[config.mk]
export PLATFORM = sky130hd
export DESIGN_NAME = reg_file_sb_flat
export DESIGN_NICKNAME = d
export VERILOG_FILES = /design/src/rtl/core_types_pkg.sv /design/src/rtl/reg_file_sb_if.sv /design/src/rtl/reg_file_sb.sv /design/src/flat_wrapper.sv
export SDC_FILE = /design/constraint.sdc
export NUM_CORES = 2
export LEC_CHECK = 0
export ABC_AREA = 0
export BUFFER_PORTS_ARGS = -buffer_cell sky130_fd_sc_hd__buf_2
export CORE_MARGIN = 10
export CORE_UTILIZATION = 58
export DETAILED_ROUTE_END_ITERATION = 8
export PLACE_DENSITY = 0.78
export SYNTH_ARGS = -nofsm -noshare
export SYNTH_HDL_FRONTEND = slang
export SYNTH_SLANG_ARGS = --single-unit
[constraint.sdc]
create_clock -name clk -period 6.95 [get_ports clk]
set_input_delay 2.085 -clock clk [delete_from_list [all_inputs] [get_ports clk]]
set_output_delay 2.085 -clock clk [all_outputs]
set_load 0.01 [all_outputs]
[src/rtl/core_types_pkg.sv]
// rtl/core_types_pkg.sv - shared core widths and the W-stage register-file control packet
package core_types_pkg;
  parameter int N_BITS = 32;

  typedef struct packed {
    logic       wen;
    logic [4:0] addr;
  } rf_ctrl_t;
endpackage

[src/rtl/reg_file_sb_if.sv]
// rtl/reg_file_sb_if.sv - W-stage commit, decode read ports and issue/hazard signals of reg_file_sb
interface reg_file_sb_if #(parameter int N_BITS = core_types_pkg::N_BITS);
  core_types_pkg::rf_ctrl_t w_rf_ctrl;
  logic [N_BITS-1:0]        w_data;
  logic                     w_slot;
  logic                     w_vld;
  logic                     rs1_ren;
  logic                     rs2_ren;
  logic [4:0]               rs1_addr;
  logic [4:0]               rs2_addr;
  logic [N_BITS-1:0]        rs1_data;
  logic [N_BITS-1:0]        rs2_data;
  logic                     issue_vld;
  logic                     issue_rd_en;
  logic [4:0]               issue_rd_addr;
  logic                     hazard_stall;
  logic                     pend_any;

  modport master (
    output w_rf_ctrl, w_data, w_slot, w_vld,
    output rs1_ren, rs2_ren, rs1_addr, rs2_addr,
    output issue_vld, issue_rd_en, issue_rd_addr,
    input  rs1_data, rs2_data, hazard_stall, pend_any
  );

  modport slave (
    input  w_rf_ctrl, w_data, w_slot, w_vld,
    input  rs1_ren, rs2_ren, rs1_addr, rs2_addr,
    input  issue_vld, issue_rd_en, issue_rd_addr,
    output rs1_data, rs2_data, hazard_stall, pend_any
  );
endinterface

[src/rtl/reg_file_sb.sv]
// rtl/reg_file_sb.sv - integer register file with write bypass and per-register in-flight scoreboard
module reg_file_sb #(
  parameter int N_BITS   = core_types_pkg::N_BITS,
  parameter int NUM_REGS = 32,
  parameter int PEND_W   = 2
) (
  input logic          clk,
  input logic          rst_n,
  reg_file_sb_if.slave bus
);
  localparam logic [PEND_W-1:0] PEND_MAX = '1;
  localparam logic [PEND_W-1:0] PEND_ONE = PEND_W'(1);

  logic [N_BITS-1:0] regs     [1:NUM_REGS-1];
  logic [PEND_W-1:0] pend     [NUM_REGS];
  logic [PEND_W-1:0] pend_nxt [NUM_REGS];
  logic              pend_any_nxt;
  logic [4:0]        waddr;
  logic              commit, dec_en, inc_en, rd_full;

  assign waddr  = bus.w_rf_ctrl.addr;
  assign dec_en = bus.w_slot && bus.w_rf_ctrl.wen && waddr != 5'd0 && 32'(waddr) < NUM_REGS;
  assign commit = dec_en && bus.w_vld;

  function automatic logic [N_BITS-1:0] arr_rd(input logic [4:0] a);
    if (a == 5'd0 || 32'(a) >= NUM_REGS) return '0;
    return regs[a];
  endfunction

  // A retire landing this cycle already releases its count, so a consumer waiting on it proceeds.
  function automatic logic busy(input logic [4:0] a);
    if (a == 5'd0 || 32'(a) >= NUM_REGS) return 1'b0;
    if (dec_en && waddr == a) return pend[a] > PEND_ONE;
    return pend[a] != '0;
  endfunction

  assign bus.rs1_data = (commit && waddr == bus.rs1_addr) ? bus.w_data : arr_rd(bus.rs1_addr);
  assign bus.rs2_data = (commit && waddr == bus.rs2_addr) ? bus.w_data : arr_rd(bus.rs2_addr);

  assign rd_full = bus.issue_rd_en && bus.issue_rd_addr != 5'd0 &&
                   32'(bus.issue_rd_addr) < NUM_REGS && pend[bus.issue_rd_addr] == PEND_MAX;

  assign bus.hazard_stall = (bus.rs1_ren && busy(bus.rs1_addr)) ||
                            (bus.rs2_ren && busy(bus.rs2_addr)) || rd_full;

  assign inc_en = bus.issue_vld && bus.issue_rd_en && bus.issue_rd_addr != 5'd0 &&
                  32'(bus.issue_rd_addr) < NUM_REGS && !bus.hazard_stall;

  always_comb begin
    pend_any_nxt = 1'b0;
    pend_nxt[0]  = '0;
    for (int r = 1; r < NUM_REGS; r++) begin
      pend_nxt[r] = pend[r];
      if (inc_en && 32'(bus.issue_rd_addr) == r && !(dec_en && 32'(waddr) == r))
        pend_nxt[r] = pend[r] + PEND_ONE;
      else if (dec_en && 32'(waddr) == r && !(inc_en && 32'(bus.issue_rd_addr) == r) &&
               pend[r] != '0)
        pend_nxt[r] = pend[r] - PEND_ONE;
      pend_any_nxt = pend_any_nxt | (pend_nxt[r] != '0);
    end
  end

  always_ff @(posedge clk or negedge rst_n) begin
    if (!rst_n) begin
      for (int r = 1; r < NUM_REGS; r++) regs[r] <= '0;
      for (int r = 0; r < NUM_REGS; r++) pend[r] <= '0;
      bus.pend_any <= 1'b0;
    end else begin
      if (commit) regs[waddr] <= bus.w_data;
      for (int r = 0; r < NUM_REGS; r++) pend[r] <= pend_nxt[r];
      bus.pend_any <= pend_any_nxt;
    end
  end

  // Retiring a register with no outstanding writer means the pipeline lost track of it.
  logic [PEND_W-1:0] pend_w;
  assign pend_w = pend[waddr];

  assert property (@(posedge clk) disable iff (!rst_n) dec_en |-> pend_w != '0);
endmodule

[src/flat_wrapper.sv]
// flat-port wrapper written by rule: the top's interface ports become plain ports
module reg_file_sb_flat 
#(
  parameter int N_BITS   = core_types_pkg::N_BITS,
  parameter int NUM_REGS = 32,
  parameter int PEND_W   = 2
)
  (clk, rst_n, bus_w_rf_ctrl, bus_w_data, bus_w_slot, bus_w_vld, bus_rs1_ren, bus_rs2_ren, bus_rs1_addr, bus_rs2_addr, bus_issue_vld, bus_issue_rd_en, bus_issue_rd_addr, bus_rs1_data, bus_rs2_data, bus_hazard_stall, bus_pend_any);
  reg_file_sb_if #(.N_BITS(N_BITS)) bus_i ();
  input logic clk;
  input logic rst_n;
  input wire logic [$bits(bus_i.w_rf_ctrl)-1:0] bus_w_rf_ctrl;
  input wire logic [$bits(bus_i.w_data)-1:0] bus_w_data;
  input wire logic [$bits(bus_i.w_slot)-1:0] bus_w_slot;
  input wire logic [$bits(bus_i.w_vld)-1:0] bus_w_vld;
  input wire logic [$bits(bus_i.rs1_ren)-1:0] bus_rs1_ren;
  input wire logic [$bits(bus_i.rs2_ren)-1:0] bus_rs2_ren;
  input wire logic [$bits(bus_i.rs1_addr)-1:0] bus_rs1_addr;
  input wire logic [$bits(bus_i.rs2_addr)-1:0] bus_rs2_addr;
  input wire logic [$bits(bus_i.issue_vld)-1:0] bus_issue_vld;
  input wire logic [$bits(bus_i.issue_rd_en)-1:0] bus_issue_rd_en;
  input wire logic [$bits(bus_i.issue_rd_addr)-1:0] bus_issue_rd_addr;
  output wire logic [$bits(bus_i.rs1_data)-1:0] bus_rs1_data;
  output wire logic [$bits(bus_i.rs2_data)-1:0] bus_rs2_data;
  output wire logic [$bits(bus_i.hazard_stall)-1:0] bus_hazard_stall;
  output wire logic [$bits(bus_i.pend_any)-1:0] bus_pend_any;
  assign bus_i.w_rf_ctrl = bus_w_rf_ctrl;
  assign bus_i.w_data = bus_w_data;
  assign bus_i.w_slot = bus_w_slot;
  assign bus_i.w_vld = bus_w_vld;
  assign bus_i.rs1_ren = bus_rs1_ren;
  assign bus_i.rs2_ren = bus_rs2_ren;
  assign bus_i.rs1_addr = bus_rs1_addr;
  assign bus_i.rs2_addr = bus_rs2_addr;
  assign bus_i.issue_vld = bus_issue_vld;
  assign bus_i.issue_rd_en = bus_issue_rd_en;
  assign bus_i.issue_rd_addr = bus_issue_rd_addr;
  assign bus_rs1_data = bus_i.rs1_data;
  assign bus_rs2_data = bus_i.rs2_data;
  assign bus_hazard_stall = bus_i.hazard_stall;
  assign bus_pend_any = bus_i.pend_any;
  reg_file_sb #(.N_BITS(N_BITS), .NUM_REGS(NUM_REGS), .PEND_W(PEND_W)) u_core (.clk(clk), .rst_n(rst_n), .bus(bus_i));
endmodule
==> results by group <==
Timing
  – Max-slew headroom: 0.174
  – Final hold violations: 0
  – Clock period minus worst slack: approximately 6.8 ns
  – Measured slew at the worst slew-check pin: roughly 1.2 ns
  – Final worst slack: about 0.16 ns
  – RSZ-0062 raised after global routing: false
  – Setup_tns: 0 ns
  – Slew Limit Fails: 0
  – Final setup vio count: 0
  – Fmax: 147 MHz
  – Setup Skew: 0.0120 ns
  – Worst hold slack: a little over 0.5 ns
  – Fin crit share: 0.977

Floorplanning
  – Starting density of the core: 0.584
  – Die area: 118000 µm²
  – Die Y-Extent: approximately 340 µm
  – Core Rows: ~120
  – Core area: about 100000 µm²
  – Die W: between 300 and 400 µm
  – IO Count: ~130

Synthesis
  – Sequential cell area fraction in the yosys report: 0.436
  – Largest family of logic cells by synthesized area: multiplexers
  – Synth warn: 0
  – FFs w/ async S/R, synth: 1.00
  – Synthesized cell area: a little over 60000 µm²
  – Compound-Gate Fraction of Synth Area: 0.0427
  – Syn nets: 4294
  – Mux share of post-synthesis cell area: 0.438
  – EDFF count, synth: 0
  – Synth Instances: around 4200
  – Dominant cell type by area after synthesis: dfrtp_1
  – Synth Flop Type: dfrtp_1
  – Xor-xnor portion of the synthesized cell area: 0.00434
  – Syn_area_per_cell: 14.4 µm²
  – Post-synthesis register bit count: 1055
  – Post-synth cell types: 95
  – Top cells by area, synth: dfrtp_1, mux4_2, mux2_2, mux2i_1, clkbuf_1
  – Adder-Cell Fraction of Synth Area: 0.00640
  – Post-Synth Simple-Gate Area: 0.0394
  – Yosys top cell area share: 0.436

Routing
  – Post-DR wirelength/cell: ~32 µm
  – DR pass1 iterations: 7
  – DRC: 0
  – Via-per-instance ratio: ~7.3
  – DRT antenna net count: 0
  – Initial DRC count: between 4000 and 5000
  – Final WL: around 180 mm
  – Routed vias: just over 40000

Min path
  – Worst hold path type: reg2reg

Pwr
  – Cell Pwr Density: between 200 and 250 nW/µm²
  – Sw Share: 0.278
  – Flop pwr share: 0.436
  – Clk network pwr share: 0.379
  – Net switching power: 4.64 mW
  – Internal cell power: 12.0 mW
  – Peak supply drop: between 0.0002 and 0.00025 V
  – LEAKAGE: between 30 and 40 nW
  – Combinational group share of total power: 0.186

Placement
  – Setup WS pre-CTS: roughly 0.17 ns
  – GPL Wtd Cong: 0.995
  – Port Buf Inserts: around 130
  – Post-DP HPWL: 114 mm
  – Cells after DPL: 5479

Global routing
  – Antenna violations before repair: 4
  – Met1 GRT Util: 0.411
  – Largest net degree at the start of global routing: ~180
  – First-pass GRT wire length: 276 mm
  – Met3 usage: 0.0736
  – Layer with the highest usage: met2
  – Met2 GRT Util: 0.484
  – Vias in the first global route: 42100
  – Total gr overflow: 0
  – GRT Total Usage: 0.312

Clocking
  – Post-CTS Setup Bufs: 0
  – Clock latency on the worst-skew pair: just over 0.7 ns
  – Sink Count: around 1100
  – CTS tree: built
  – CTS Buf Count: 110
  – Clock root buffer: clkbuf_16
  – CTS resizes: 0
  – H-Tree Level Count: 3
  – Longest Clk Path Bufs: 3
  – Reg clk slew, reported paths: roughly 0.060 ns
  – Hold_buf cts: 0

Cells and area
  – Finished Layout Cells: 5680
  – Layout cells sized above 1: 0.521
  – # nets final: approximately 4300
  – Layout fillers: approximately 7300
  – Area Growth Syn to Fin: 11.3%

Worst setup path
  – Worst path required time: just under 5 ns
  – Crit Path Category: in2out
  – Critical Path Fanout Max: 45
  – Worst setup SP type: primary input
  – Critical path capture point type: output port
  – CP Data Arrival Time: roughly 4.7 ns

Job
  – Max-cap viol count: 0

Run status
  – Status: finished clean
==> power by group through the flow <==
stage | combinational (mW) | sequential, mW | clock [mW]
finish | 3.09 | 7.27 | 6.32
floorplan | 2.19 | 7.13 | 0
global route | 3.30 | 7.32 | 6.60
global placement | 2.97 | 7.29 | 0
CTS | 3.06 | 7.23 | 6.36
detailed placement | 3.04 | 7.34 | 0
==> metal layers <==
layer | vias to the layer above | share of wire
li1 | 16400 | -
met5 | - | 0.00012
met2 | 2443 | 0.47
met4 | 4 | 0.057
met1 | 21700 | 0.37
met3 | 677 | 0.10
==> layout make-up <==
| type | count | area, µm² | share of cell area |
|---|---|---|---|
| Sequential cell | 1055 | 26400 | 0.392 |
| Multi-Input combinational cell | 2654 | 32400 | 0.480 |
| Tap cell | 1380 | 1730 | 0.0256 |
| Timing Repair Buffer | 314 | 2770 | 0.0410 |
| Inverter | 76 | 293 | 0.00434 |
| Clock buffer | 158 | 3260 | 0.0483 |
| Clock inverter | 40 | 591 | 0.00876 |
| Antenna cell | 3 | 7.51 | 0.000111 |
==> sequential cells by signal, summed over array words and instances (netlist names) <==
signal and count:
u_core.bus.pend_any 1, u_core.pend 62, u_core.regs 992
==> path summary, 6_finish.rpt <==
path	startpoint	end	slack [ns]	cells after the start
setup / recovery	bus_rs2_addr[0]	bus_rs2_data[29]	0.16	7
hold / removal	u_core.regs[823]$_DFFE_PN0P_	u_core.regs[823]$_DFFE_PN0P_	0.52	1
setup reg to reg	u_core.pend[51]$_DFF_PN0_	u_core.bus.pend_any$_DFF_PN0_	2.21	12
hold reg to reg	u_core.regs[823]$_DFFE_PN0P_	u_core.regs[823]$_DFFE_PN0P_	0.52	1
max in group asynchronous	rst_n	u_core.regs[16]$_DFFE_PN0P_	4.14	2
min in group asynchronous	rst_n	u_core.pend[12]$_DFF_PN0_	1.36	1
==> cells by family (layout without fill, tap and decap cells) <==
family | count (synthesis) | count (layout)
compound gates | 336 | 336
simple gates | 491 | 491
fa+ha+maj | 31 | 31
flops | 1055 | 1055
buf+inv | 493 | 588
mux | 1766 | 1766
xor+xnor | 30 | 30
other cells | 0 | 3
==> critical path, cell delays in order <==
cell,delay (ns)
buf_8,0.45
buf_4,0.26
mux4_2,0.52
mux4_2,0.48
mux2i_1,0.42
o21ai_0,0.22
buf_2,0.19
==> Yosys cell counts, drive strengths merged (7+ instances only) <==
cell type  count
or4           11
ha            31
nor2         105
clkbuf       243
a211oi        12
and2          15
buf          174
o211ai        10
mux2        1060
nand2        185
a221oi         7
dfrtp       1055
o31ai         22
a31o          11
nor2b         16
and3           9
xnor2         28
nor4          16
a21oi         16
nand3         31
o22ai          7
nand4         11
nand2b        12
o21ai         83
or3           14
a311oi         8
mux4         603
a22o          66
nor3          39
mux2i        103
a31oi         13
inv           76
o2111ai        7
==> placed cells by master (no fill, tap or decap), drive strengths merged, types with 6 or more instances in the layout <==
cell	count
mux2	1060
dfrtp	1055
mux4	603
buf	314
nand2	185
clkbuf	158
nor2	105
mux2i	103
o21ai	83
inv	77
a22o	66
nor3	39
ha	31
nand3	31
xnor2	28
o31ai	22
clkinv	21
a21oi	16
nor2b	16
nor4	16
and2	15
bufinv	14
or3	14
a31oi	13
nand2b	12
a211oi	12
nand4	11
or4	11
a31o	11
o211ai	10
and3	9
a311oi	8
a221oi	7
o22ai	7
o2111ai	7
a21o	6
o311a	6
or2	6
a22oi	6
==> through the flow <==
step / util / total power [mW] / instance area (µm²)
finish: 0.650 / 16.7 / 67400
global route: 0.650 / 17.2 / 67400
CTS: 0.650 / 16.7 / 67400
detailed placement: 0.613 / 10.4 / 63500
global placement: 0.613 / 10.3 / 63500
floorplan: - / 9.32 / 60600
(Power assumes the default switching activity.)
